<file path="config.mk">
export PLATFORM = sky130hd
export DESIGN_NAME = alu_seq_flat
export DESIGN_NICKNAME = d
export VERILOG_FILES = /design/src/rtl/alu_seq_if.sv /design/src/rtl/alu_seq.sv /design/src/flat_wrapper.sv
export SDC_FILE = /design/constraint.sdc
export NUM_CORES = 1
export LEC_CHECK = 0
export ABC_CLOCK_PERIOD_IN_PS = 2000
export CORE_MARGIN = 2
export CORE_UTILIZATION = 40
export CTS_CLUSTER_SIZE = 30
export DETAILED_ROUTE_END_ITERATION = 10
export PLACE_DENSITY = 0.68
export SLEW_MARGIN = 15
export SYNTH_ARGS = -nofsm -noshare
export SYNTH_HDL_FRONTEND = slang
export SYNTH_SLANG_ARGS = --single-unit
</file>
<file path="constraint.sdc">
create_clock -name clk -period 2 [get_ports clk]
set_input_delay 0.4 -clock clk [delete_from_list [all_inputs] [get_ports clk]]
set_output_delay 0.4 -clock clk [all_outputs]
set_load 0.01 [all_outputs]
</file>
<file path="src/rtl/alu_seq_if.sv">
// alu_seq_if -- bundles the signals of the issue/writeback sequencer.
//
// Signal groups:
//   instruction : in_valid, in_ready, in_op[2:0], in_rd[1:0], in_rs1[1:0],
//                 in_rs2[1:0], in_imm_sel, in_imm[3:0]
//   alu bus     : alu_en, alu_opcode[7:0], alu_in_1[3:0], alu_in_2[3:0],
//                 alu_out[3:0]
//   result      : res_valid, res_rd[1:0], res_data[3:0]
//                 res_zero (only when ALU_SEQ_ZFLAG_EN is defined)
//
// Modports:
//   master : the sequencer (drives in_ready, the ALU bus and the result).
//   slave  : its environment (upstream issuer, ALU and result consumer).
//
// Handshake: an instruction transfers on a rising edge where in_valid and
// in_ready are both 1. The issuer holds every in_* field stable while
// in_valid=1 and in_ready=0. in_ready never depends on in_valid.
// Optional feature macro: ALU_SEQ_ZFLAG_EN.

interface alu_seq_if;
    logic       in_valid;
    logic       in_ready;
    logic [2:0] in_op;
    logic [1:0] in_rd;
    logic [1:0] in_rs1;
    logic [1:0] in_rs2;
    logic       in_imm_sel;
    logic [3:0] in_imm;

    logic       alu_en;
    logic [7:0] alu_opcode;
    logic [3:0] alu_in_1;
    logic [3:0] alu_in_2;
    logic [3:0] alu_out;

    logic       res_valid;
    logic [1:0] res_rd;
    logic [3:0] res_data;
`ifdef ALU_SEQ_ZFLAG_EN
    logic       res_zero;
`endif

    modport master (
        input  in_valid, in_op, in_rd, in_rs1, in_rs2, in_imm_sel, in_imm,
        input  alu_out,
        output in_ready,
        output alu_en, alu_opcode, alu_in_1, alu_in_2,
        output res_valid, res_rd, res_data
`ifdef ALU_SEQ_ZFLAG_EN
        , output res_zero
`endif
    );

    modport slave (
        output in_valid, in_op, in_rd, in_rs1, in_rs2, in_imm_sel, in_imm,
        output alu_out,
        input  in_ready,
        input  alu_en, alu_opcode, alu_in_1, alu_in_2,
        input  res_valid, res_rd, res_data
`ifdef ALU_SEQ_ZFLAG_EN
        , input res_zero
`endif
    );
endinterface

</file>
<file path="src/rtl/alu_seq.sv">
// alu_seq -- issue/writeback sequencer in front of the 4-bit ALU.
//
// Accepts one instruction per handshake, reads operands from a 4x4-bit
// register file (or an immediate for in_1), pulses the ALU enable for one
// cycle, captures the ALU's registered result the cycle after and writes it
// back, flagging it on a one-cycle result strobe.
//
// Ports:
//   clk       : clock, all state changes on the rising edge
//   rst_n     : asynchronous active-low reset
//   bus       : alu_seq_if.master (instruction, ALU bus and result groups)
//   dbg_state : current FSM state (0=IDLE, 1=ISSUE, 2=WB)
//
// Optional feature: define ALU_SEQ_ZFLAG_EN to add bus.res_zero, registered
// at writeback as (alu_out == 0) and held until the next writeback.

module alu_seq (
    input  logic            clk,
    input  logic            rst_n,
    alu_seq_if.master       bus,
    output logic [1:0]      dbg_state
);

    typedef enum logic [1:0] {
        IDLE  = 2'd0,
        ISSUE = 2'd1,
        WB    = 2'd2
    } state_t;

    state_t     state;
    state_t     state_nxt;

    logic [3:0] rf [4];
    logic [1:0] rd_q;
    logic       accept;

    logic       alu_en_q;
    logic [7:0] alu_opcode_q;
    logic [3:0] alu_in_1_q;
    logic [3:0] alu_in_2_q;
    logic       res_valid_q;
    logic [1:0] res_rd_q;
    logic [3:0] res_data_q;

    assign accept = (state == IDLE) && bus.in_valid;

    // State register
    always_ff @(posedge clk or negedge rst_n) begin
        if (!rst_n) begin
            state <= IDLE;
        end else begin
            state <= state_nxt;
        end
    end

    // Next-state logic: fixed three-cycle loop
    always_comb begin
        state_nxt = state;
        case (state)
            IDLE:    if (bus.in_valid) state_nxt = ISSUE;
            ISSUE:   state_nxt = WB;
            WB:      state_nxt = IDLE;
            default: state_nxt = IDLE;
        endcase
    end

    // Issue side. The register file is read directly at the accept edge, so
    // an instruction accepted in the res_valid cycle already sees the value
    // written at the preceding WB edge.
    always_ff @(posedge clk or negedge rst_n) begin
        if (!rst_n) begin
            alu_en_q     <= 1'b0;
            alu_opcode_q <= 8'd0;
            alu_in_1_q   <= 4'd0;
            alu_in_2_q   <= 4'd0;
            rd_q         <= 2'd0;
        end else begin
            alu_en_q <= accept;
            if (accept) begin
                alu_opcode_q <= {5'b0, bus.in_op};
                alu_in_1_q   <= bus.in_imm_sel ? bus.in_imm : rf[bus.in_rs1];
                alu_in_2_q   <= rf[bus.in_rs2];
                rd_q         <= bus.in_rd;
            end
        end
    end

    // Writeback side: alu_out is valid during WB and taken unmodified.
    always_ff @(posedge clk or negedge rst_n) begin
        if (!rst_n) begin
            for (int i = 0; i < 4; i++) begin
                rf[i] <= 4'd0;
            end
            res_valid_q <= 1'b0;
            res_rd_q    <= 2'd0;
            res_data_q  <= 4'd0;
        end else begin
            res_valid_q <= (state == WB);
            if (state == WB) begin
                rf[rd_q]   <= bus.alu_out;
                res_rd_q   <= rd_q;
                res_data_q <= bus.alu_out;
            end
        end
    end

`ifdef ALU_SEQ_ZFLAG_EN
    logic res_zero_q;

    always_ff @(posedge clk or negedge rst_n) begin
        if (!rst_n) begin
            res_zero_q <= 1'b0;
        end else if (state == WB) begin
            res_zero_q <= (bus.alu_out == 4'd0);
        end
    end

    assign bus.res_zero = res_zero_q;
`endif

    assign bus.in_ready   = (state == IDLE);
    assign bus.alu_en     = alu_en_q;
    assign bus.alu_opcode = alu_opcode_q;
    assign bus.alu_in_1   = alu_in_1_q;
    assign bus.alu_in_2   = alu_in_2_q;
    assign bus.res_valid  = res_valid_q;
    assign bus.res_rd     = res_rd_q;
    assign bus.res_data   = res_data_q;
    assign dbg_state      = state;

endmodule

</file>
<file path="src/flat_wrapper.sv">
// flat-port wrapper written by rule: the top's interface ports become plain ports
module alu_seq_flat 
  (clk, rst_n, dbg_state, bus_in_valid, bus_in_op, bus_in_rd, bus_in_rs1, bus_in_rs2, bus_in_imm_sel, bus_in_imm, bus_alu_out, bus_in_ready, bus_alu_en, bus_alu_opcode, bus_alu_in_1, bus_alu_in_2, bus_res_valid, bus_res_rd, bus_res_data);
  alu_seq_if bus_i ();
  input  logic clk;
  input  logic rst_n;
  output logic [1:0] dbg_state;
  input wire logic [$bits(bus_i.in_valid)-1:0] bus_in_valid;
  input wire logic [$bits(bus_i.in_op)-1:0] bus_in_op;
  input wire logic [$bits(bus_i.in_rd)-1:0] bus_in_rd;
  input wire logic [$bits(bus_i.in_rs1)-1:0] bus_in_rs1;
  input wire logic [$bits(bus_i.in_rs2)-1:0] bus_in_rs2;
  input wire logic [$bits(bus_i.in_imm_sel)-1:0] bus_in_imm_sel;
  input wire logic [$bits(bus_i.in_imm)-1:0] bus_in_imm;
  input wire logic [$bits(bus_i.alu_out)-1:0] bus_alu_out;
  output wire logic [$bits(bus_i.in_ready)-1:0] bus_in_ready;
  output wire logic [$bits(bus_i.alu_en)-1:0] bus_alu_en;
  output wire logic [$bits(bus_i.alu_opcode)-1:0] bus_alu_opcode;
  output wire logic [$bits(bus_i.alu_in_1)-1:0] bus_alu_in_1;
  output wire logic [$bits(bus_i.alu_in_2)-1:0] bus_alu_in_2;
  output wire logic [$bits(bus_i.res_valid)-1:0] bus_res_valid;
  output wire logic [$bits(bus_i.res_rd)-1:0] bus_res_rd;
  output wire logic [$bits(bus_i.res_data)-1:0] bus_res_data;
  assign bus_i.in_valid = bus_in_valid;
  assign bus_i.in_op = bus_in_op;
  assign bus_i.in_rd = bus_in_rd;
  assign bus_i.in_rs1 = bus_in_rs1;
  assign bus_i.in_rs2 = bus_in_rs2;
  assign bus_i.in_imm_sel = bus_in_imm_sel;
  assign bus_i.in_imm = bus_in_imm;
  assign bus_i.alu_out = bus_alu_out;
  assign bus_in_ready = bus_i.in_ready;
  assign bus_alu_en = bus_i.alu_en;
  assign bus_alu_opcode = bus_i.alu_opcode;
  assign bus_alu_in_1 = bus_i.alu_in_1;
  assign bus_alu_in_2 = bus_i.alu_in_2;
  assign bus_res_valid = bus_i.res_valid;
  assign bus_res_rd = bus_i.res_rd;
  assign bus_res_data = bus_i.res_data;
  alu_seq u_core (.clk(clk), .rst_n(rst_n), .bus(bus_i), .dbg_state(dbg_state));
endmodule
</file>
# After elaboration in Yosys (flattened, before gate mapping)
# Cells that the tools add are included.
[totals]
regBits = 39
out_inout_bits = 27
[classes]
n_lt_le_gt_ge = 4
n_eq_ne = 3
mux = 12
bitwise = 3
n_reduce_logical = 3
[op_table]
columns = ["cell", "n"]
rows = [
  ["4-bit 2-to-1 mux", 6],
  ["4-bit binary-select mux with 2-bit select", 2],
  ["16-bit bitwise mux", 1],
  ["3-bit >= comparator, second input constant", 3],
  ["2-bit inverter with 3-bit output", 3],
  ["4-bit demux with 2-bit select", 1],
  ["2-bit case mux with 2 select lines", 1],
  ["3-bit by 1-bit < comparator with 1-bit output, second input constant", 1],
  ["2-bit by 1-bit == test with 1-bit output, second input constant", 1],
  ["2-bit == test, second input constant", 1],
  ["1-bit logical AND", 2],
  ["2-bit logical NOT", 1],
  ["2-bit 2-to-1 mux", 1],
  ["2-bit != test, second input constant", 1],
]

# Longest topological paths before layout
[depth]
depth_word = 6
ltp_mapped = 5
mapped_depth_nobuf = 4

# Worst setup path before layout
# Ideal clock, no wire load.
[synth_timing]
path_type = "reg2reg"
from = "reg u_core.state[0], in the netlist u_core.dbg_state[0]"
to = "reg u_core.rf[4] in the netlist's numbering"
setup_ps = 125
arrival_time_ps = 1347
path_slack_ps = 528
path_stages_with_launch = 5
synth_period_minus_slack_ps = 1472
cell_sequence = "dfrtp_1 nand2b_1 buf_6 nor3b_4 mux2_2"
[synth_via]
elab_chain_cells = 1
[synth_rtl]
columns = ["element", "line", "rtl"]
rows = [
  ["start, declared", "alu_seq.sv:30", "state_t state;"],
  ["start signal, assigned", "alu_seq.sv:52", "state <= state_nxt;"],
  ["2-bit == test", "alu_seq.sv:99", "if (state == WB) begin"],
  ["end signal, assigned by index", "alu_seq.sv:100", "rf[rd_q] <= bus.alu_out;"],
  ["end, declared", "alu_seq.sv:33", "logic [3:0] rf [4];"],
]
# Every way passes these cells.
# A chain may end at the register's enable or synchronous reset.

# Worst setup path after layout
[layout_timing]
from = "reg u_core.state[1], in the netlist u_core.dbg_state[1]"
to = "out bus_in_ready"
[layout_via]
elab_chain_cells = 1
[layout_rtl]
columns = ["element", "line", "rtl"]
rows = [
  ["2-bit logical NOT", "alu_seq.sv:121", "assign bus.in_ready = (state == IDLE);"],
  ["end, declared", "flat_wrapper.sv:16", "output wire logic [$bits(bus_i.in_ready)-1:0] bus_in_ready;"],
]
# Every way passes these cells.

==> results.txt <==
* Top-area cell type share of the netlist area: 0.560
- The number of hold violations in the final report is 0.
- CP top delay family: buffers and inverters
* PortBufs: 42
* Critical path capture point type: primary output
* Post-CTS repair timing setup buffer count: 0
- Of the available clock period, the critical path in the final layout requires 0.901.
- First-pass DRT Iterations: 4
* Total setup violations reported at the end of the flow: 0
- Dividing the detail-routed wire length by the instance count gives 16.2 um.
- CP Cell Sequence: nor2_1, clkdlybuf4s50_1
- Number of global-route vias before repair: 1254
- Number of I/O pins: 48
* Setup repair after global routing missed its margin: false
- Relative to the synthesized area, the layout overhead comes to 30.8%.
- Once placement finished, the instance area stood at 2200 sq um.
* Proportion of synthesized chip area in sequential cells: 0.560
- H-tree levels: 2
- The floorplan step defined a die boundary enclosing 4900 sq um.
- Leakage power summed over all cells: 0.976 nW
- Arrival time worst endpoint: 1.40 ns
- After the first detailed-routing iteration, the DRC count stood at 35.
- Post-cts sizing count: 0
- Antenna viol nets, final: 0
* Cts hold-fix bufs: 0
- TritonCTS built the clock tree.
- After legalization and detailed placement, the total HPWL measured 2700 um.
- STA classifies the critical path startpoint as a flip-flop.
- Counting both buffers and inverters, the worst setup path holds a total of 1.
* Worst-case reg-to-reg path depth: 3
* Final weighted congestion in routability-driven placement: 0.776
- Horizontal extent of the die: 70.0 um
* Post-route minimum period: 1.80 ns
- On the worst path, the slowest cell contributes a delay of 0.54 ns.
- Clock tree buffer depth: 2
* Most utilized layer in the global route result: met2
- Setup clock skew after layout: 0.00699 ns
- In this run the worst path has a maximum fanout of 7.
- Total routed wirelength: 3600 um
- Overall fraction of global-route tracks in use: 0.169
- Setup slack of the most critical reg-to-reg path: 0.29 ns
* Diodes inserted: 0
- Summing all non-filler instances in the final layout gives an area of 2280 sq um.
- Fraction of final layout cells with drive strength greater than 1: 0.288
* CTS clk-pin slew, worst paths: 0.08 ns
- Number of distinct library cells after synthesis: 20
* Layout net count: 190
- Measured along the y axis, the die boundary spans 70.0 um.
- Across the run, the number of max-cap violations was 0.
* Cell with the largest stage delay on the worst path: clkdlybuf4s50_1
- Adding up every negative setup slack in the final design gives 0 ns.
- M1 GR Usage: 0.216
- Maximum number of pins on one net before global-route repair: 40
* Critical path class: flip-flop to primary output
- The biggest area contributor in the post-synthesis netlist is dfrtp_1.
- In this run the cell area of the synthesized design comes to 1740 sq um.
* Launch point of the worst reg-to-reg path: u_core.dbg_state[0]
- For this configuration, the core starts out at a cell density of 0.409.
- In this run the worst hold path is classified as input pin to asynchronous set/reset pin.
- The first global-routing pass estimated 6430 um of wire.
- Mean post-synth cell area: 14.3 sq um
* Max-slew violation count: 0
- Later-pin clock latency in the skew report: 0.29 ns
- Pwr per Cell Area: 1260 nW/um^2
- Status: finished, final reports clean
* Maximum clock rate: 555 MHz
- Core outline area: 4260 sq um
- Transition at the pin with the smallest max-transition slack: 0.520 ns
- Required arrival time at the worst endpoint: 1.60 ns
* Synth Instances: 122
* R2R Path End: u_core.rf[5]
- IR analysis of the VDD net gives a maximum drop of 0.447 mV.
* Headroom to the max-slew limit: 0.654
* Routing usage on met3: 0.0548
* Number of register bits inferred by synthesis: 39
* Row Count: 24
* DRC viols: 0
- Met2 capacity usage during global routing: 0.280
* Cells taking the most area after synthesis: dfrtp_1, mux2_2, mux4_2
- Summing over every cut layer, the via total after detailed routing is 1104.
- Clock buffers created by TritonCTS: 5
* Library cell used as clock root buffer: clkbuf_8
* Antenna violations before repair: 0
* Number of clock sinks seen by CTS: 39
- Sum of overflow across all layers after global routing: 0
* Number of fillers in the final layout: 360
* Number of vias per cell after detailed routing: 4.97
- Synth Warn #: 0
==> worst max-delay path by stage <==
stage	slack, ns	cells past startpoint	start	end
floorplan	0.53	4	u_core.dbg_state[0]	u_core.rf[4]
global placement	0.04	3	bus_in_rs2[0]	u_core.bus.alu_in_2[0]
detailed placement	0.01	3	bus_in_rs2[0]	u_core.bus.alu_in_2[0]
CTS	0.18	2	u_core.dbg_state[1]	bus_in_ready
global route	0.15	2	u_core.dbg_state[1]	bus_in_ready
finish	0.20	2	u_core.dbg_state[1]	bus_in_ready
==> synthesized netlist by cell type <==
library cell / number
nor3b_4: 1
mux4_2: 8
nand3_2: 1
nor2_1: 5
nand3b_1: 1
nor3_4: 1
a21oi_1: 4
inv_4: 1
mux2_2: 25
nand2b_1: 1
clkbuf_1: 1
nor3b_1: 2
nor2b_1: 1
mux2i_1: 4
buf_4: 7
dfrtp_1: 39
conb_1: 1
buf_6: 1
nand2_1: 17
nor2_2: 1
==> where the power goes <==
part	leakage (nW)	internal, mW	switching (mW)
Sequential	0.470	1.11	0.247
Clock	0.0422	0.245	0.264
Combinational	0.465	0.657	0.347
==> per-layer routing <==
| metal | vias to the layer above | part of all wire |
|---|---|---|
| li1 | 514 | - |
| met4 | 0 | 0.0089 |
| met2 | 48 | 0.50 |
| met1 | 538 | 0.43 |
| met5 | - | 0 |
| met3 | 4 | 0.064 |
==> layout by cell type, fill, tap and decap left out <==
cell              n
buf_2             1
buf_4             3
nor3b_1           1
nand3_2           1
a21oi_1           4
nand2b_1          1
nor2b_1           1
dfrtp_1          39
nand2_1          17
nor3b_4           1
nand3b_1          1
conb_1            5
nor3_4            1
clkinv_2          1
nor3b_2           1
mux4_2            8
clkbuf_8          5
nor2_2            1
mux2i_1           4
inv_4             1
mux2_2           25
clkbuf_1          2
clkdlybuf4s50_1  41
nor2_1            5
==> state kept, by name (all words and copies together) (netlist names) <==
signal                 count
u_core.bus.res_rd          2
u_core.bus.alu_en          1
u_core.rf                 16
u_core.rd_q                2
u_core.dbg_state           2
u_core.bus.alu_in_2        4
u_core.bus.res_valid       1
u_core.bus.res_data        4
u_core.bus.alu_in_1        4
u_core.bus.alu_opcode      3
==> cell type report <==
class | count | area (sq um) | area share
multi-input cells | 77 | 714 | 0.313
repair buffers | 45 | 438 | 0.192
clock buffers | 7 | 76.3 | 0.0335
clock inverters | 1 | 5.00 | 0.00219
flip-flops and latches | 39 | 976 | 0.428
well taps | 52 | 65.1 | 0.0285
inverters | 1 | 6.26 | 0.00274
==> kinds of logic after synthesis <==
| logic type | synth area share |
|---|---|
| AO/OA/AOI/OAI | 0.0115 |
| buffers and inverters | 0.0423 |
| flip-flops | 0.560 |
| multiplexers | 0.288 |
| other | 0.00215 |
| AND/OR/NAND/NOR | 0.0969 |
==> stage by stage <==
stage	total power, mW	hold slack (ns)	instances	utilization	setup WS (ns)
after floorplan	1.87	0.104	126	-	0.528
after global placement	2.32	0.460	214	0.516	0.0436
after detailed placement	2.39	0.466	214	0.516	0.0149
after CTS	2.91	0.169	222	0.535	0.178
after global routing	3.08	0.195	222	0.535	0.151
final	2.87	0.152	222	0.535	0.197
Note: power is estimated with default switching activity, not from simulation.
